[src/rtl/mem_arb_pkg.sv]
// Shared encodings for the instruction-fetch / load-store memory arbiter.
package mem_arb_pkg;

    typedef enum logic [1:0] {
        IDLE = 2'd0,
        REQ  = 2'd1,
        WAIT = 2'd2
    } state_t;

    localparam logic [1:0] SZ_B = 2'b00;
    localparam logic [1:0] SZ_H = 2'b01;
    localparam logic [1:0] SZ_W = 2'b10;
    localparam logic [1:0] SZ_D = 2'b11;

    typedef enum logic {
        OWN_IF = 1'b0,
        OWN_DM = 1'b1
    } owner_t;

endpackage

[src/rtl/mem_arbiter_if.sv]
// Bundle of the fetch, data and memory-side signals around mem_arbiter.
// slave = the arbiter's view; master = the core/memory environment's view.
interface mem_arbiter_if #(
    parameter int ADDR_W = 64,
    parameter int DATA_W = 64
);
    logic              if_req;
    logic [ADDR_W-1:0] if_addr;
    logic              if_gnt;
    logic              if_rvalid;

    logic              dm_req;
    logic              dm_we;
    logic [ADDR_W-1:0] dm_addr;
    logic [DATA_W-1:0] dm_wdata;
    logic [1:0]        dm_size;
    logic              dm_gnt;
    logic              dm_rvalid;

    logic [DATA_W-1:0] rdata;

    logic              m_req;
    logic              m_we;
    logic [ADDR_W-1:0] m_addr;
    logic [DATA_W-1:0] m_wdata;
    logic [1:0]        m_size;
    logic              m_gnt;
    logic              m_rvalid;
    logic [DATA_W-1:0] m_rdata;

    logic              stall;

    modport slave (
        input  if_req, if_addr, dm_req, dm_we, dm_addr, dm_wdata, dm_size,
               m_gnt, m_rvalid, m_rdata,
        output if_gnt, if_rvalid, dm_gnt, dm_rvalid, rdata,
               m_req, m_we, m_addr, m_wdata, m_size, stall
    );

    modport master (
        output if_req, if_addr, dm_req, dm_we, dm_addr, dm_wdata, dm_size,
               m_gnt, m_rvalid, m_rdata,
        input  if_gnt, if_rvalid, dm_gnt, dm_rvalid, rdata,
               m_req, m_we, m_addr, m_wdata, m_size, stall
    );
endinterface

[src/rtl/mem_arbiter_arb_pick.sv]
// Combinational two-way picker between fetch and data requests.
// MEM_ARB_RR_EN selects round-robin tie breaking; otherwise data always wins a tie.
module arb_pick
    import mem_arb_pkg::*;
(
`ifdef MEM_ARB_RR_EN
    input  logic   take_i,
    input  owner_t last_i,
    output owner_t last_o,
`endif
    input  logic   if_req_i,
    input  logic   dm_req_i,
    output owner_t pick_o,
    output logic   valid_o
);

    assign valid_o = if_req_i | dm_req_i;

    always_comb begin
        pick_o = OWN_IF;
        if (if_req_i && dm_req_i) begin
`ifdef MEM_ARB_RR_EN
            pick_o = (last_i == OWN_IF) ? OWN_DM : OWN_IF;
`else
            pick_o = OWN_DM;
`endif
        end else if (dm_req_i) begin
            pick_o = OWN_DM;
        end
    end

`ifdef MEM_ARB_RR_EN
    assign last_o = take_i ? pick_o : last_i;
`endif

endmodule

[src/rtl/mem_arbiter.sv]
// Serialises fetch and load/store accesses onto one memory port, one outstanding.
// Build option: MEM_ARB_RR_EN enables round-robin tie breaking.
//
// state | meaning
// IDLE  | no transaction; capture the winning request and pulse its gnt
// REQ   | m_req held with stable fields until m_gnt
// WAIT  | accepted; route m_rvalid to the owner, then back to IDLE
module mem_arbiter
    import mem_arb_pkg::*;
#(
    parameter int ADDR_W = 64,
    parameter int DATA_W = 64
) (
    input  logic          clk,
    input  logic          rst,
    mem_arbiter_if.slave  bus
);

    state_t            state_q;
    owner_t            owner_q;
    logic              m_req_q;
    logic              m_we_q;
    logic [ADDR_W-1:0] m_addr_q;
    logic [DATA_W-1:0] m_wdata_q;
    logic [1:0]        m_size_q;

    owner_t            pick;
    logic              any_req;
    logic              take;
    logic              resp;

`ifdef MEM_ARB_RR_EN
    owner_t            last_q;
    owner_t            last_d;

    arb_pick u_pick (
        .take_i   (take),
        .last_i   (last_q),
        .last_o   (last_d),
        .if_req_i (bus.if_req),
        .dm_req_i (bus.dm_req),
        .pick_o   (pick),
        .valid_o  (any_req)
    );
`else
    arb_pick u_pick (
        .if_req_i (bus.if_req),
        .dm_req_i (bus.dm_req),
        .pick_o   (pick),
        .valid_o  (any_req)
    );
`endif

    // Grant and response are Mealy pulses; reset masks them so nothing leaks out.
    assign take = rst && (state_q == IDLE) && any_req;
    assign resp = rst && (state_q == WAIT) && bus.m_rvalid;

    assign bus.if_gnt    = take && (pick == OWN_IF);
    assign bus.dm_gnt    = take && (pick == OWN_DM);
    assign bus.if_rvalid = resp && (owner_q == OWN_IF);
    assign bus.dm_rvalid = resp && (owner_q == OWN_DM);
    assign bus.rdata     = bus.m_rdata;

    assign bus.m_req   = m_req_q;
    assign bus.m_we    = m_we_q;
    assign bus.m_addr  = m_addr_q;
    assign bus.m_wdata = m_wdata_q;
    assign bus.m_size  = m_size_q;

    assign bus.stall = bus.if_req | bus.dm_req | (state_q == REQ) |
                       ((state_q == WAIT) & ~bus.m_rvalid);

    always_ff @(posedge clk) begin
        if (!rst) begin
            state_q   <= IDLE;
            owner_q   <= OWN_IF;
            m_req_q   <= 1'b0;
            m_we_q    <= 1'b0;
            m_addr_q  <= '0;
            m_wdata_q <= '0;
            m_size_q  <= SZ_B;
`ifdef MEM_ARB_RR_EN
            last_q    <= OWN_IF;
`endif
        end else begin
`ifdef MEM_ARB_RR_EN
            last_q <= last_d;
`endif
            case (state_q)
                IDLE: begin
                    if (any_req) begin
                        state_q <= REQ;
                        m_req_q <= 1'b1;
                        owner_q <= pick;
                        if (pick == OWN_DM) begin
                            m_we_q    <= bus.dm_we;
                            m_addr_q  <= bus.dm_addr;
                            m_wdata_q <= bus.dm_wdata;
                            m_size_q  <= bus.dm_size;
                        end else begin
                            m_we_q    <= 1'b0;
                            m_addr_q  <= bus.if_addr;
                            m_wdata_q <= '0;
                            m_size_q  <= SZ_D;
                        end
                    end
                end
                REQ: begin
                    if (bus.m_gnt) begin
                        state_q <= WAIT;
                        m_req_q <= 1'b0;
                    end
                end
                WAIT: begin
                    if (bus.m_rvalid) begin
                        state_q <= IDLE;
                    end
                end
                default: begin
                    state_q <= IDLE;
                    m_req_q <= 1'b0;
                end
            endcase
        end
    end

endmodule

[src/flat_wrapper.sv]
// flat-port wrapper written by rule: the top's interface ports become plain ports
module mem_arbiter_flat import mem_arb_pkg::*;
#(
    parameter int ADDR_W = 64,
    parameter int DATA_W = 64
)
  (clk, rst, bus_if_req, bus_if_addr, bus_dm_req, bus_dm_we, bus_dm_addr, bus_dm_wdata, bus_dm_size, bus_m_gnt, bus_m_rvalid, bus_m_rdata, bus_if_gnt, bus_if_rvalid, bus_dm_gnt, bus_dm_rvalid, bus_rdata, bus_m_req, bus_m_we, bus_m_addr, bus_m_wdata, bus_m_size, bus_stall);
  mem_arbiter_if #(.ADDR_W(ADDR_W), .DATA_W(DATA_W)) bus_i ();
  input  logic clk;
  input  logic rst;
  input wire logic [$bits(bus_i.if_req)-1:0] bus_if_req;
  input wire logic [$bits(bus_i.if_addr)-1:0] bus_if_addr;
  input wire logic [$bits(bus_i.dm_req)-1:0] bus_dm_req;
  input wire logic [$bits(bus_i.dm_we)-1:0] bus_dm_we;
  input wire logic [$bits(bus_i.dm_addr)-1:0] bus_dm_addr;
  input wire logic [$bits(bus_i.dm_wdata)-1:0] bus_dm_wdata;
  input wire logic [$bits(bus_i.dm_size)-1:0] bus_dm_size;
  input wire logic [$bits(bus_i.m_gnt)-1:0] bus_m_gnt;
  input wire logic [$bits(bus_i.m_rvalid)-1:0] bus_m_rvalid;
  input wire logic [$bits(bus_i.m_rdata)-1:0] bus_m_rdata;
  output wire logic [$bits(bus_i.if_gnt)-1:0] bus_if_gnt;
  output wire logic [$bits(bus_i.if_rvalid)-1:0] bus_if_rvalid;
  output wire logic [$bits(bus_i.dm_gnt)-1:0] bus_dm_gnt;
  output wire logic [$bits(bus_i.dm_rvalid)-1:0] bus_dm_rvalid;
  output wire logic [$bits(bus_i.rdata)-1:0] bus_rdata;
  output wire logic [$bits(bus_i.m_req)-1:0] bus_m_req;
  output wire logic [$bits(bus_i.m_we)-1:0] bus_m_we;
  output wire logic [$bits(bus_i.m_addr)-1:0] bus_m_addr;
  output wire logic [$bits(bus_i.m_wdata)-1:0] bus_m_wdata;
  output wire logic [$bits(bus_i.m_size)-1:0] bus_m_size;
  output wire logic [$bits(bus_i.stall)-1:0] bus_stall;
  assign bus_i.if_req = bus_if_req;
  assign bus_i.if_addr = bus_if_addr;
  assign bus_i.dm_req = bus_dm_req;
  assign bus_i.dm_we = bus_dm_we;
  assign bus_i.dm_addr = bus_dm_addr;
  assign bus_i.dm_wdata = bus_dm_wdata;
  assign bus_i.dm_size = bus_dm_size;
  assign bus_i.m_gnt = bus_m_gnt;
  assign bus_i.m_rvalid = bus_m_rvalid;
  assign bus_i.m_rdata = bus_m_rdata;
  assign bus_if_gnt = bus_i.if_gnt;
  assign bus_if_rvalid = bus_i.if_rvalid;
  assign bus_dm_gnt = bus_i.dm_gnt;
  assign bus_dm_rvalid = bus_i.dm_rvalid;
  assign bus_rdata = bus_i.rdata;
  assign bus_m_req = bus_i.m_req;
  assign bus_m_we = bus_i.m_we;
  assign bus_m_addr = bus_i.m_addr;
  assign bus_m_wdata = bus_i.m_wdata;
  assign bus_m_size = bus_i.m_size;
  assign bus_stall = bus_i.stall;
  mem_arbiter #(.ADDR_W(ADDR_W), .DATA_W(DATA_W)) u_core (.clk(clk), .rst(rst), .bus(bus_i));
endmodule
[config.mk]
export PLATFORM = sky130hd
export DESIGN_NAME = mem_arbiter_flat
export DESIGN_NICKNAME = d
export VERILOG_FILES = /design/src/rtl/mem_arb_pkg.sv /design/src/rtl/mem_arbiter_if.sv /design/src/rtl/mem_arbiter_arb_pick.sv /design/src/rtl/mem_arbiter.sv /design/src/flat_wrapper.sv
export SDC_FILE = /design/constraint.sdc
export NUM_CORES = 1
export LEC_CHECK = 0
export ABC_AREA = 1
export CORE_AREA = 2 2 182 184
export CTS_BUF_LIST = sky130_fd_sc_hd__clkbuf_4
export DETAILED_ROUTE_END_ITERATION = 16
export DIE_AREA = 0 0 184 186
export GPL_ROUTABILITY_DRIVEN = 0
export PLACE_DENSITY = 0.55
export SETUP_SLACK_MARGIN = 0.15
export SLEW_MARGIN = 20
export SYNTH_ARGS = -nofsm -noshare
export SYNTH_HDL_FRONTEND = slang
export SYNTH_HIERARCHICAL = 1
export SYNTH_SLANG_ARGS = --single-unit
export TNS_END_PERCENT = 30
[constraint.sdc]
create_clock -name clk -period 1.6 [get_ports clk]
set_input_delay 0.32 -clock clk [delete_from_list [all_inputs] [get_ports clk]]
set_output_delay 0.32 -clock clk [all_outputs]
set_load 0.05 [all_outputs]
==> results of run 1 <==
## kinds of logic after synthesis
group	Yosys count
buffers and inverters	339
AOI/OAI and AO/OA	133
DFF	135
and+or+nand+nor	546
## routing by layer
| metal | up-vias | track usage |
|---|---|---|
| li1 | 3931 | - |
| met1 | 3324 | 0.146 |
| met2 | 284 | 0.241 |
| met3 | 29 | 0.0612 |
| met4 | 0 | 0.0352 |
| met5 | - | 0 |
## tightest hold or removal path, delay by kind of cell
family | cells | cell delay, ns
buffers and inverters | 1 | 0.19
AND/OR/NAND/NOR | 2 | 0.13
## sequential cells by signal (all words and copies together), names as in the netlist
register,cells
u_core/state_q,2
u_core/owner_q,1
u_core/bus.m_we,1
u_core/bus.m_wdata,64
u_core/bus.m_addr,64
u_core/bus.m_req,1
u_core/bus.m_size,2
## power breakdown
part / leakage (nW) / switching [mW] / internal, mW
combinational: 4.62 / 2.37 / 2.03
sequential: 1.16 / 0.265 / 3.72
clock: 0.146 / 1.55 / 0.830
## layout by cell type, fill, tap and decap left out, types with 2 or more instances in the layout
cell               n
clkdlybuf4s50_1  198
dfxtp_4            5
a21oi_1           67
nand2_2            2
nor2_2            21
clkbuf_4          18
nand3_1           65
buf_16             3
clkbuf_16          7
inv_2              3
nand2_1          335
buf_6             23
buf_8            121
nor2_1           112
dfxtp_2          129
inv_1            199
nor2_4             5
inv_6              5
clkinv_4           4
buf_12            25
clkinvlp_4         2
nand3_2            2
nand2_8            4
o21ai_0           55
o21ai_1            9
buf_4             18
## worst max-delay path by stage
| stage | start | endpoint | slack [ns] | cells past startpoint |
|---|---|---|---|---|
| 2_1_floorplan | u_core/state_q[0] | bus_stall | 0.09 | 2 |
| 3_3_place_gp | bus_if_req | u_core/bus.m_addr[28] | -0.24 | 9 |
| 3_5_place_dp | bus_if_req | u_core/bus.m_wdata[2] | -0.26 | 8 |
| 4_1_cts | u_core/state_q[0] | bus_dm_gnt | -0.36 | 4 |
| 5_1_grt | u_core/state_q[1] | bus_stall | -0.40 | 5 |
| 6_report | u_core/state_q[1] | bus_dm_gnt | -0.26 | 4 |
## metrics by stage
| stage | setup TNS, ns | power, mW | cell area [um2] | cells | util |
|---|---|---|---|---|---|
| final | -1.18 | 10.8 | 12400 | 1857 | 0.385 |
| after global routing | -1.94 | 11.4 | 12400 | 1857 | 0.385 |
| after CTS | -1.67 | 10.4 | 11700 | 1830 | 0.363 |
| after detailed placement | -28.32 | 7.44 | 10400 | 1795 | 0.322 |
| after global placement | -25.79 | 7.42 | 10400 | 1795 | 0.322 |
| after floorplan | 0 | 6.44 | 7210 | 1153 | - |
## cell type report
cell class                      instances  share of cell area
Tap cell                              408              0.0411
Multi-Input combinational cell        683               0.244
Inverter                              202              0.0611
Timing Repair Buffer                  396               0.399
Sequential cell                       135               0.232
Clock buffer                           18              0.0109
Clock inverter                         14              0.0113
Antenna cell                            1            0.000202
## repair_timing
| action | 4_1_cts | 5_1_grt |
|---|---|---|
| hold buffers | 0 | 0 |
| gates resized for setup | 359 | 78 |
| pin swaps | 5 | 6 |
| cloned | 0 | 17 |
| setup buffers | 3 | 9 |
| setup endpoints to repair | 139 | 266 |
==> metrics.md, run 1 <==
| Metric | Value |
|---|---|
| DRT iter0 DRCs | ~290 |
| PortBufs | 337 |
| Relative slew slack | 0.663 |
| Cell mode on critical path | nor2_4 |
| Total CTS buffers | 17 |
| R2R setup slack | approximately 0.06 ns |
| FFs w/ async S/R, synth | 0 |
| Top layer in use | met4 |
| Overall Global Routing Usage | 0.136 |
| Hold Crit Class | primary input to flip-flop |
| First-pass GRT wire length | between 30 and 40 mm |
| Initial antenna violation count | 1 |
| # clock sinks | roughly 140 |
| Simple-gate share of the synthesized area | 0.301 |
| Warnings from Yosys | 6 |
| Largest family of logic cells by synthesized area | simple AND/OR/NAND/NOR gates |
| Detail Placement HPWL | around 18 mm |
| Worst path top cell family by delay | simple AND/OR/NAND/NOR gates |
| Share of the synthesized area in the top cell type | 0.378 |
| Total routed wirelength | 27.2 mm |
| Final ANT Viol Nets | 0 |
| Peak Freq | ~540 MHz |
| Vias in the first global route | 6768 |
| Largest net degree at the start of global routing | roughly 100 |
| WHS | approximately 0.12 ns |
| RSZ-0062 raised after global routing | true |
| Ranking of synthesized cells by area | dfxtp_1 38%, nand2_1 18%, inv_1 11% |
| Syn_area_per_cell | 6.20 um2 |
| Number of synthesized register bits | 135 |
| Cells after synthesis | between 1000 and 1500 |
| Compound-Gate Fraction of Synth Area | 0.0934 |
| Status | complete, but fails checks |
| CTS tree | built |
| Io pins | approximately 470 |
| Failing checks | setup timing |
| Hold Vio Cnt, Final | 0 |
| Adder-Cell Fraction of Synth Area | 0 |
| EDFF count, synth | 0 |
| Slowest-stage cell, CP | dfxtp_4 |
| Max-Cap Viols | 0 |
| Period minus WS final | roughly 1.9 ns |
| Critical setup path kind | flip-flop to output pin |
| Met2 WL post-DR | 13.5 mm |
| Post-detailed-route wirelength per cell | about 15 um |
| Worst EP arrival | between 1.5 and 2 ns |
| Fin. max-slew vios | 0 |
| Die area | 34200 um2 |
| Remaining Overflow, GRT | 0 |
| RR Startpoint | u_core/state_q[1] |
| DRT Pass-1 Iters | 5 |
| Count leader, synth | nand2_1 |
| Storage cell area | roughly 2900 um2 |
| Leading area contributor after synthesis | dfxtp_1 |
| Reg clk slew, reported paths | around 0.14 ns |
| Core area | approximately 32000 um2 |
| Slew @ Worst Pin | around 0.51 ns |
| Type of origin of the critical path | flip-flop |
| # fillers | around 3300 |
| # nets final | 1700 |
| Slowest stage delay, CP | between 0.3 and 0.4 ns |
| Hold path depth | 3 |
| Clock root buffer master | clkbuf_4 |
| Min-Delay Endpoint | u_core/bus.m_addr[45] |
| Syn_nets | roughly 1400 |
| Layout area overhead | 73.6% |
| Power Density | about 870 nW/um2 |
| Setup ws final | -0.261 ns |
| Met3 wire len | between 2 and 3 mm |
| Die height | between 150 and 200 um |
| CP endpoint kind | output pin |
| Crit path cell chain | nor2_4 > nand3_4 > nor2_4 > buf_12 |
| LEAKAGE | between 5 and 6 nW |
| Row cnt | between 60 and 70 |
| Synth cell types | 19 |
| Buf+Inv Stages, Crit Path | 1 |
| CTS max path bufs | 2 |
| Reg2reg end | u_core/bus.m_addr[9] |
| Post-synthesis mux area share | 0 |
| Fraction of layout cells with a size suffix above 1 | 0.280 |
| H-tree levels | 4 |
| Hold Crit Start | rst |
| Initial Util | 0.222 |
| Critical path required time | around 1.3 ns |
| Post-synthesis sequential area ratio | 0.378 |
| Final clock skew | 0.0222 ns |
| Place WS | -0.257 ns |
| Worst Reg-to-Reg Cells | 9 |
| Top cells by count, synth | 337 x nand2_1, 201 x inv_1, 137 x nor2_1, 135 x dfxtp_1, 71 x buf_4 |
| Post-Syn Area | 7150 um2 |
| Length of routed wiring on met1 | around 11 mm |
| Period utilization | 1.16 |
| Post-synthesis xor/xnor area fraction | 0 |
| Worst-Skew Late Latency | 0.56 ns |
| Footprint of the multi-input gates | a little over 3000 um2 |
| Maximum VDD drop | approximately 0.48 mV |
| Worst-path maximum fanout | 3 |
| Via Count | approximately 7600 |
| Chip width | between 150 and 200 um |
| DRC Markers | 0 |
| Via density | between 4 and 5 |
| Count of final setup violators | 5 |
| Top_reg_cell synth | dfxtp_1 |
Power figures use the tool's default switching activity.
==> inputs of run 2 (changes only) <==
Settings changed: CORE_AREA 2 2 182 184 to 2 2 184 186, DIE_AREA 0 0 184 186 to 0 0 186 188, PLACE_DENSITY 0.55 to 0.52, SYNTH_HIERARCHICAL 1 to default.
==> run 2 against run 1 <==
  * The flow still finishes with violations (setup timing)
  * Clock power grew 10%
  * Routed wire length fell by 8.8%
  * Synthesized cell count shrank 13%
  * Critical path depth is 2 higher
  * Utilization down 2.4 points
  * Hold slack worse by 0.0028 ns
  * Area after synthesis is 9.5% lower
  * Clock skew shrank 0.0045 ns
  * Largest power group unchanged
==> metrics.md, run 2 <==
| Metric | Value |
|---|---|
| First-pass GRT wire length | 34.9 mm (was 36.1 mm) |
| Adder-Cell Fraction of Synth Area | 0 (unchanged) |
| Chip width | 186 um (was 184 um) |
| Worst EP arrival | 1.64 ns (was 1.54 ns) |
| Top_reg_cell synth | dfxtp_1 (unchanged) |
| Type of origin of the critical path | primary input (was flip-flop) |
| R2R setup slack | 0.05 ns (was 0.06 ns) |
| # nets final | 1569 (was 1700) |
| EDFF count, synth | 0 (unchanged) |
| Place WS | -0.255 ns (was -0.257 ns) |
| Post-synthesis sequential area ratio | 0.418 (was 0.378) |
| Relative slew slack | 0.688 (was 0.663) |
| Slew @ Worst Pin | 0.467 ns (was 0.506 ns) |
| DRC Markers | 0 (unchanged) |
| Maximum VDD drop | 0.755 mV (was 0.482 mV) |
| Overall Global Routing Usage | 0.130 (was 0.136) |
| Detail Placement HPWL | 16.7 mm (was 17.8 mm) |
| RR Startpoint | u_core.state_q[0] (was u_core/state_q[1]) |
| Leading area contributor after synthesis | dfxtp_1 (unchanged) |
| Die area | 35000 um2 (was 34200 um2) |
| Number of synthesized register bits | 135 (unchanged) |
| Most frequent cells in the layout | 423 x nand2_1, 198 x clkdlybuf4s50_1, 131 x dfxtp_2 (was 335 x nand2_1, 199 x inv_1, 198 x clkdlybuf4s50_1) |
| Row cnt | 67 (was 66) |
| Final ANT Viol Nets | 0 (unchanged) |
| Simple-gate share of the synthesized area | 0.406 (was 0.301) |
| Syn_area_per_cell | 6.43 um2 (was 6.20 um2) |
| Power Density | 919 nW/um2 (was 868 nW/um2) |
| Total routed wirelength | 24.8 mm (was 27.2 mm) |
| Die height | 188 um (was 186 um) |
| Max-Cap Viols | 0 (unchanged) |
| Worst Reg-to-Reg Cells | 9 (unchanged) |
| Hold Vio Cnt, Final | 0 (unchanged) |
| RSZ-0062 raised after global routing | true (unchanged) |
| Layout area overhead | 85.1% (was 73.6%) |
| Status | complete, but fails checks (unchanged) |
| Initial antenna violation count | 1 (unchanged) |
| # fillers | 3502 (was 3334) |
| Worst-Skew Late Latency | 0.60 ns (was 0.56 ns) |
| Most common cell after layout, fill and taps aside | nand2_1 (unchanged) |
| # clock sinks | 135 (unchanged) |
| Clock network fraction of design power | 0.238 (was 0.221) |
| Core area | 33100 um2 (was 32200 um2) |
| Via density | 3.92 (was 4.08) |
| PortBufs | 337 (unchanged) |
| Remaining Overflow, GRT | 0 (unchanged) |
| Vias in the first global route | 6637 (was 6768) |
| CTS max path bufs | 2 (unchanged) |
| Hold Crit Class | primary input to flip-flop (unchanged) |
| Io pins | 466 (unchanged) |
| Critical setup path kind | primary input to output pin (was flip-flop to output pin) |
| Post-synthesis mux area share | 0 (unchanged) |
| Sequential power share | 0.368 (was 0.370) |
| Compound-Gate Fraction of Synth Area | 0.00387 (was 0.0934) |
| Post-Syn Area | 6470 um2 (was 7150 um2) |
| Period utilization | 1.22 (was 1.16) |
| Min-Delay Endpoint | u_core.owner_q (was u_core/bus.m_addr[45]) |
| CTS tree | built (unchanged) |
| Comb pwr share | 0.394 (was 0.409) |
| FFs w/ async S/R, synth | 0 (unchanged) |
| NetSw | 4.12 mW (was 4.18 mW) |
| Clock root buffer master | clkbuf_4 (unchanged) |
| Count of final setup violators | 5 (unchanged) |
| Fin. max-slew vios | 0 (unchanged) |
| DRT Pass-1 Iters | 4 (was 5) |
| Post-detailed-route wirelength per cell | 14.0 um (was 14.6 um) |
| Fraction of layout cells with a size suffix above 1 | 0.337 (was 0.280) |
| Count leader, synth | nand2_1 (unchanged) |
| H-tree levels | 4 (unchanged) |
| Hold Crit Start | rst (unchanged) |
| Reg2reg end | u_core.bus.m_addr[8] (was u_core/bus.m_addr[9]) |
| Worst-path maximum fanout | 5 (was 3) |
| Warnings from Yosys | 0 (was 6) |
| Syn_nets | 1271 (was 1418) |
| Initial Util | 0.195 (was 0.222) |
| Synth cell types | 18 (was 19) |
| Cells after synthesis | 1006 (was 1153) |
| Share of the synthesized area in the top cell type | 0.418 (was 0.378) |
| CP endpoint kind | output pin (unchanged) |
| Critical path required time | 1.28 ns (about the same) |
| Post-synthesis xor/xnor area fraction | 0 (unchanged) |
| Hold path depth | 3 (unchanged) |
| DRT iter0 DRCs | 180 (was 286) |
| Internal Pwr Total | 6.89 mW (was 6.59 mW) |
| Largest net degree at the start of global routing | 52 (was 104) |
| Failing checks | setup timing (unchanged) |
| Reg clk slew, reported paths | 0.13 ns (was 0.14 ns) |
| Total CTS buffers | 17 (unchanged) |
| Power consumption | 11.0 mW (was 10.8 mW) |
| Top cells by count, synth | 459 x nand2_1, 138 x nor2_1, 135 x dfxtp_1, 76 x buf_4, 71 x inv_1 (was 337 x nand2_1, 201 x inv_1, 137 x nor2_1, 135 x dfxtp_1, 71 x buf_4) |
| Via Count | 6914 (was 7568) |
| Final clock skew | 0.0176 ns (was 0.0222 ns) |
| LEAKAGE | 5.60 nW (was 5.93 nW) |
| Setup ws final | -0.356 ns (was -0.261 ns) |
| Largest family of logic cells by synthesized area | simple AND/OR/NAND/NOR gates (unchanged) |
| Ranking of synthesized cells by area | dfxtp_1 42%, nand2_1 27%, buf_4 8.8% (was dfxtp_1 38%, nand2_1 18%, inv_1 11%) |
| Period minus WS final | 1.96 ns (was 1.86 ns) |
| Sw frac | 0.374 (was 0.388) |
| Peak Freq | 511 MHz (was 537 MHz) |
[run 2: changes by cell type after synthesis, moves of 3 or more]
| cell | previous run | this run |
|---|---|---|
| clkbuf_1 | 23 | 8 |
| inv_1 | 201 | 71 |
| o21ai_0 | 55 | 3 |
| buf_6 | 6 | 9 |
| nand2_1 | 337 | 459 |
| a21oi_1 | 68 | 2 |
| o21ai_1 | 9 | 0 |
| buf_2 | 33 | 22 |
| buf_4 | 71 | 76 |
| buf_1 | 4 | 7 |
[run 2: timing repair]
action                     4_1_cts  5_1_grt
gates cloned                     0       11
setup endpoints to repair      137      262
buffers inserted                 4        9
pin swaps                        3       66
resized for setup              402      103
hold endpoints to repair         2        0
hold buffers                     2        0
[run 2: worst max path at each step]
stage                 startpoint       endpoint  slack [ns]  cells after the start
6_report              bus_if_req      bus_stall       -0.36                      6
5_1_grt        u_core.state_q[1]  bus_if_rvalid       -0.44                      5
3_5_place_dp          bus_if_req     bus_if_gnt       -0.25                      6
3_3_place_gp          bus_if_req     bus_if_gnt       -0.27                      6
2_1_floorplan                rst  bus_if_rvalid        0.15                      4
4_1_cts        u_core.state_q[0]     bus_if_gnt       -0.42                      6
[run 2: critical path: stages]
cell	delay (ns)
clkdlybuf4s50_1	0.52
inv_1	0.06
nand2_2	0.36
nor2_1	0.10
nand2_1	0.07
buf_4	0.19
[run 2: per-layer routing]
metal,global-route usage,wire length [um]
met1,0.132,9590
met2,0.223,12200
met3,0.0552,2030
met4,0.0739,966
met5,0,0
[run 2: through the flow]
step	TNS (ns)	std cells	hold slack [ns]	cell area, um2	utilization
after CTS	-1.95	1745	0.0239	11300	0.342
after floorplan	0	1006	0.423	6500	-
after detailed placement	-10.68	1707	0.461	9780	0.295
after global placement	-10.48	1707	0.458	9780	0.295
final	-1.53	1766	0.120	12000	0.362
after global routing	-2.23	1766	0.0538	12000	0.362
[run 2: cell type report]
cell class | instances | area, um2 | area share
inverters | 73 | 278 | 0.0232
clock inverters | 15 | 191 | 0.0160
diodes | 1 | 2.50 | 0.000209
clock buffers | 17 | 128 | 0.0107
repair buffers | 398 | 4960 | 0.414
well taps | 448 | 561 | 0.0468
multi-input cells | 679 | 2980 | 0.249
flip-flops and latches | 135 | 2880 | 0.240
[run 2: cells by family after synthesis]
group           Yosys count
compound gates            5
buf+inv                 195
flops                   135
simple gates            671
[run 2: power by group through the flow]
| stage | Combinational (mW) | Clock (mW) | Sequential, mW |
|---|---|---|---|
| detailed placement | 3.46 | 0 | 3.94 |
| global placement | 3.45 | 0 | 3.93 |
| floorplan | 1.42 | 0 | 4.99 |
| finish | 4.34 | 2.62 | 4.05 |
| CTS | 3.91 | 2.77 | 4.04 |
| global route | 4.63 | 2.93 | 4.09 |
==> inputs of run 3 (changes only) <==
Settings changed: CORE_AREA 2 2 184 186 to 2 2 182 184, DIE_AREA 0 0 186 188 to 0 0 184 186, PLACE_DENSITY 0.52 to 0.55, SYNTH_HIERARCHICAL from default to 1.
==> results of run 3 <==
No change in the layout: final DEF, timing and power equal those of run 1.
